<file path="src/rtl/bcd_counter_n.sv">
// bcd_counter_n: multi-digit BCD up/down counter with per-digit active-low
// 7-segment decode, parallel load, soft clear, wrap/saturate ends and
// optional leading-zero blanking. carryOut/borrowOut allow cascading.
module bcd_counter_n #(
    parameter int DIGITS   = 2,     // 1..6, digit 0 is least significant
    parameter bit WRAP     = 1'b1,  // 1 = wrap at the ends, 0 = saturate
    parameter bit LZ_BLANK = 1'b0   // 1 = blank leading-zero digits
) (
    input  logic                  clk,
    input  logic                  reset,
    input  logic                  clear,
    input  logic                  hold,
    input  logic                  incr,
    input  logic                  decr,
    input  logic                  load,
    input  logic [4*DIGITS-1:0]   loadVal,
    output logic [4*DIGITS-1:0]   count,
    output logic [7*DIGITS-1:0]   HEX,
    output logic                  carryOut,
    output logic                  borrowOut
);

    localparam int W = 4 * DIGITS;
    localparam logic [W-1:0] ALL_NINES = {DIGITS{4'h9}};

    logic         eff_inc;
    logic         eff_dec;
    logic         at_all9;
    logic         at_all0;
    logic [W-1:0] inc_val;
    logic [W-1:0] dec_val;
    logic [W-1:0] load_clean;
    logic [W-1:0] count_d;

    // Active-low segment pattern for one BCD digit; non-BCD codes go dark.
    function automatic logic [6:0] seg7(input logic [3:0] d);
        logic [6:0] s;
        case (d)
            4'd0:    s = 7'b1000000;
            4'd1:    s = 7'b1111001;
            4'd2:    s = 7'b0100100;
            4'd3:    s = 7'b0110000;
            4'd4:    s = 7'b0011001;
            4'd5:    s = 7'b0010010;
            4'd6:    s = 7'b0000010;
            4'd7:    s = 7'b1111000;
            4'd8:    s = 7'b0000000;
            4'd9:    s = 7'b0011000;
            default: s = 7'b1111111;
        endcase
        return s;
    endfunction

    // Effective count strobes: anything of higher priority masks them, and
    // incr together with decr cancels out.
    always_comb begin
        at_all9   = (count == ALL_NINES);
        at_all0   = (count == '0);
        eff_inc   = reset & ~clear & ~load & ~hold & incr & ~decr;
        eff_dec   = reset & ~clear & ~load & ~hold & decr & ~incr;
        carryOut  = eff_inc & at_all9;
        borrowOut = eff_dec & at_all0;
    end

    // Ripple +1 / -1 across all digits in one cycle, and sanitise the load
    // value so an out-of-range digit is stored as 0.
    always_comb begin
        logic c;
        logic b;
        // NOTE: every combinational output gets a default before any
        // conditional update, so no path leaves it unassigned (no latch).
        inc_val    = count;
        dec_val    = count;
        load_clean = loadVal;
        c          = 1'b1;
        b          = 1'b1;
        for (int i = 0; i < DIGITS; i++) begin
            if (c) begin
                if (count[4*i +: 4] == 4'd9) begin
                    inc_val[4*i +: 4] = 4'd0;
                end else begin
                    inc_val[4*i +: 4] = count[4*i +: 4] + 4'd1;
                    c = 1'b0;
                end
            end
            if (b) begin
                if (count[4*i +: 4] == 4'd0) begin
                    dec_val[4*i +: 4] = 4'd9;
                end else begin
                    dec_val[4*i +: 4] = count[4*i +: 4] - 4'd1;
                    b = 1'b0;
                end
            end
            if (loadVal[4*i +: 4] > 4'd9) begin
                load_clean[4*i +: 4] = 4'd0;
            end
        end
    end

    // Next count by priority clear > load > hold > incr/decr; ends either
    // wrap (ripple result) or saturate (keep current value).
    always_comb begin
        count_d = count;
        if (clear) begin
            count_d = '0;
        end else if (load) begin
            count_d = load_clean;
        end else if (eff_inc) begin
            count_d = (at_all9 && !WRAP) ? count : inc_val;
        end else if (eff_dec) begin
            count_d = (at_all0 && !WRAP) ? count : dec_val;
        end
    end

    // Count register with synchronous active-low reset.
    always_ff @(posedge clk) begin
        // NOTE: sequential state uses non-blocking assignments so every
        // register samples pre-edge values regardless of evaluation order.
        if (!reset) begin
            count <= '0;
        end else begin
            count <= count_d;
        end
    end

    // Segment decode with optional blanking of leading zeros (digit 0 is
    // always shown); scanned from the top digit down.
    always_comb begin
        logic zero_above;
        HEX        = '1;
        zero_above = 1'b1;
        for (int i = DIGITS - 1; i >= 0; i--) begin
            zero_above = zero_above & (count[4*i +: 4] == 4'd0);
            if (LZ_BLANK && (i > 0) && zero_above) begin
                HEX[7*i +: 7] = 7'b1111111;
            end else begin
                HEX[7*i +: 7] = seg7(count[4*i +: 4]);
            end
        end
    end

endmodule
</file>
<file path="config.mk">
export PLATFORM = sky130hd
export DESIGN_NAME = bcd_counter_n
export DESIGN_NICKNAME = d
export VERILOG_FILES = /design/src/rtl/bcd_counter_n.sv
export SDC_FILE = /design/constraint.sdc
export NUM_CORES = 1
export LEC_CHECK = 0
export CAP_MARGIN = 0
export CORE_MARGIN = 2
export CORE_UTILIZATION = 45
export DETAILED_ROUTE_END_ITERATION = 7
export PLACE_DENSITY = 0.76
export SLEW_MARGIN = 10
export SYNTH_ARGS = -nofsm -noshare
export SYNTH_HDL_FRONTEND = slang
export SYNTH_SLANG_ARGS = --single-unit
</file>
<file path="constraint.sdc">
create_clock -name clk -period 2.4 [get_ports clk]
set_input_delay 0.48 -clock clk [delete_from_list [all_inputs] [get_ports clk]]
set_output_delay 0.48 -clock clk [all_outputs]
set_load 0.03 [all_outputs]
</file>
==> qor.log, run 1 <==
[global_route] via count of the first global-routing pass 1,818
[logic_synthesis] share of the yosys chip area belonging to registers 26.0%
[global_route] maximum number of pins on one net before global-route repair 20
[layout] Area growth, synth to finish 73.5%
[global_route] met1 track demand over resource in global routing 30.6%
[logic_synthesis] post-synth top area share 26.0%
[floorplanning] vertical die dimension 65.3 um
[timing] setup repair after global routing missed its margin yes
[floorplanning] area of the die 4270 um^2
[floorplanning] Die Span X 65.3 um
[timing] smallest setup slack after layout -0.0579 ns
[worst_setup_path] nature of the critical path endpoint flip-flop
[layout] fraction of final layout cells sized beyond drive strength 1 43.5%
[timing] final hold violation count 0
[route] number of vias in the routed layout 1,900
[logic_synthesis] post-synthesis average cell area 8.91 um^2
[clock_network] clock latency reported for the late side of the worst-skew pair 0.26 ns
[power] IR Drop Worst-Case VDD 0.425 mV
[floorplanning] Initial Utilization 46.6%
[route] # DRC 0
[min_path] kind of path behind the tightest hold check reg2reg
[worst_setup_path] slowest library cell on the worst path sky130_fd_sc_hd__dfxtp_4
[floorplanning] number of placement rows 22
[timing] headroom to the max-slew limit 64.1%
[worst_setup_path] critical path fanouts, max 6
[power] post-layout power 0.00118 W
[global_route] M2 GR Usage 42.7%
[timing] setup violators final 4
[timing] worst hold-check slack 0.685 ns
[placed_design] placer congestion estimate 0.838
[timing] count of final max-slew check failures 0
[clock_network] Clock transition at path regs 0.07 ns
[route] 1st-pass router iterations 4
[outcome] status finished, violations left
[global_route] busiest grt layer met2
[logic_synthesis] Synthesis Warnings 0
[logic_synthesis] dominant synthesized flop cell sky130_fd_sc_hd__dfxtp_1
[logic_synthesis] synthesized netlist cell count 190
[global_route] residual overflow from global routing 0
[floorplanning] core region area 3630 um^2
[placed_design] Placement Setup Slack -0.636 ns
[clock_network] Clock Path Buffers 2
[floorplanning] Boundary Pins 39
[outcome] violations in the final reports negative setup slack
[global_route] Overall Global Routing Usage 24.5%
[power] Pleak 1.25 nW
[route] first-iteration detailed-routing DRC count 129
[worst_setup_path] cells traversed along the worst timing path buf_6 > ha_4 > nand3b_1 > buf_4 > nor2_1 > o311ai_1 > o211ai_1 > ha_4 > mux2_1 > a2bb2oi_2
[clock_network] clock root buffer sky130_fd_sc_hd__clkbuf_8
[logic_synthesis] number of synthesized flops with an enable pin 0
[logic_synthesis] post-synthesis cell type with the largest combined area sky130_fd_sc_hd__dfxtp_1
[logic_synthesis] most frequent cell after synthesis sky130_fd_sc_hd__dfxtp_1
[worst_setup_path] required time at the endpoint of the critical path 2.55 ns
[timing] pin slew with the least headroom to its limit 0.536 ns
[clock_network] total clock buffers created by CTS 3
[global_route] met3 layer usage reported by global route 3.60%
[logic_synthesis] Async SR Flop Fraction 0%
[route] DR vias/cell 5.56
[timing] achievable clock frequency 407 MHz
[logic_synthesis] Syn Std Cell Area 1690 um^2
[placed_design] estimated wirelength of the detail-placed design 3420 um
[timing] setup_tns -0.0740 ns
[route] average detailed-routed wire length per instance 16.7 um
[timing] part of the cycle the worst path needs 102%
[global_route] initial antenna violation count 0
[layout] number of antenna cells inserted 0
[clock_network] clock tree from TritonCTS done
[timing] minimum period implied by the final worst setup slack 2.46 ns
[clock_network] hold-fix buffers at CTS 0
[placed_design] buffers added on ports 38
[route] Antenna Nets Post-Route 0
[layout] Total Nets Final 324
[flow_run] Maximum Capacitance Violations 0
[power] pwr/cell area 403 nW/um^2
[worst_setup_path] Arr. time, crit path 2.61 ns
[logic_synthesis] most used standard cells in the synthesized netlist sky130_fd_sc_hd__dfxtp_1, sky130_fd_sc_hd__inv_1, sky130_fd_sc_hd__ha_1
[logic_synthesis] Post-Synthesis Net Count 219
[clock_network] total number of H-tree levels 1
[global_route] global-route wire length before repair 8370 um
[layout] Fill cells 229
[worst_setup_path] crit start category flip-flop
[layout] final design utilization 80.9%
[logic_synthesis] cell types with the largest area share after synthesis sky130_fd_sc_hd__dfxtp_1, sky130_fd_sc_hd__ha_1, sky130_fd_sc_hd__mux2i_1
[worst_setup_path] crit path kind reg2reg
[worst_setup_path] Max stage delay on crit path 0.35 ns
[worst_setup_path] most numerous cell on the critical path sky130_fd_sc_hd__ha_4
[logic_synthesis] #FFs+latches synth 22
[logic_synthesis] distinct cell type count of the synthesized netlist 55
[route] total routed wirelength 5720 um
[timing] setup clock skew after layout 0.00648 ns
[clock_network] clock tree sinks 22
## final timing paths
check                           startpoint  depth (start not counted)  slack (ns)       end
worst max register to register    count[0]                         10       -0.06    HEX[3]
worst min-delay path              count[1]                          2        0.68  count[1]
worst max-delay path              count[0]                         10       -0.06    HEX[3]
worst min register to register    count[1]                          2        0.68  count[1]
## per-layer routing
metal  vias up  wire length, um
met5         -                0
met4         0              163
met3        18              265
met2        66             2920
met1       909             2360
li1        907                -
## through the flow
| step | area (um^2) | cells |
|---|---|---|
| after floorplan | 1740 | 190 |
| after global placement | 2480 | 312 |
| after detailed placement | 2480 | 312 |
| after CTS | 2760 | 336 |
| after global routing | 2940 | 342 |
| final | 2940 | 342 |
## flip-flops by register name, indices dropped and copies added (netlist names)
register and count:
count 8, HEX 14
## power breakdown
group	internal [W]	leakage [nW]	switching, W
logic	0.000238	1.04	0.000240
registers	0.000391	0.182	0.0000153
clock network	0.000181	0.0339	0.000119
## cell families after synthesis
group / synth area share, %
compound gates: 29.8
xor+xnor: 1.55
fa+ha+maj: 10.3
buf+inv: 5.99
flops: 26.0
mux: 6.58
simple gates: 19.7
## worst max-delay path, delay by kind of cell, from the launching register on
kind                       cells  cell delay (ns)
AOI/OAI and AO/OA              3             0.79
adders and majority gates      2             0.48
DFF                            1             0.35
muxes                          1             0.30
buffers and inverters          2             0.26
and+or+nand+nor                2             0.17
## final cells by class
type / instances / area [um^2] / area share, %
clock buffer: 4 / 66.3 / 2.26
inverter: 18 / 72.6 / 2.47
multi-input combinational: 142 / 1360 / 46.3
sequential: 22 / 448 / 15.2
tap: 48 / 60.1 / 2.04
timing repair buffer: 108 / 931 / 31.7
## repair_timing
item                       CTS  global route
pin swaps                   15            19
setup endpoints to repair   15            15
hold endpoints to repair     0             0
gates resized for setup     36            27
buffers inserted            20             6
## cells in the final DEF, fill, tap and decap left out, types with 3 or more instances in the layout
cell type / instances
sky130_fd_sc_hd__buf_6: 4
sky130_fd_sc_hd__ha_4: 6
sky130_fd_sc_hd__a21oi_2: 5
sky130_fd_sc_hd__nand3b_1: 3
sky130_fd_sc_hd__a2bb2oi_1: 5
sky130_fd_sc_hd__nand2b_1: 4
sky130_fd_sc_hd__clkbuf_8: 3
sky130_fd_sc_hd__o31ai_1: 3
sky130_fd_sc_hd__dfxtp_1: 20
sky130_fd_sc_hd__nor2b_1: 7
sky130_fd_sc_hd__nand3_1: 6
sky130_fd_sc_hd__inv_2: 4
sky130_fd_sc_hd__nor2_1: 5
sky130_fd_sc_hd__a21oi_1: 10
sky130_fd_sc_hd__buf_4: 67
sky130_fd_sc_hd__nand2_1: 8
sky130_fd_sc_hd__a2bb2oi_2: 3
sky130_fd_sc_hd__clkdlybuf4s50_1: 30
sky130_fd_sc_hd__mux2i_1: 9
sky130_fd_sc_hd__o21ai_0: 7
sky130_fd_sc_hd__inv_1: 12
sky130_fd_sc_hd__ha_1: 6
sky130_fd_sc_hd__a2111oi_4: 3
(Power assumes the default switching activity.)
==> run 2, diff against run 1 <==
- CTS_CLUSTER_DIAMETER: not set -> 150
==> results of run 2 <==
Same layout as run 1: the final DEF is identical, and so are final timing and power.
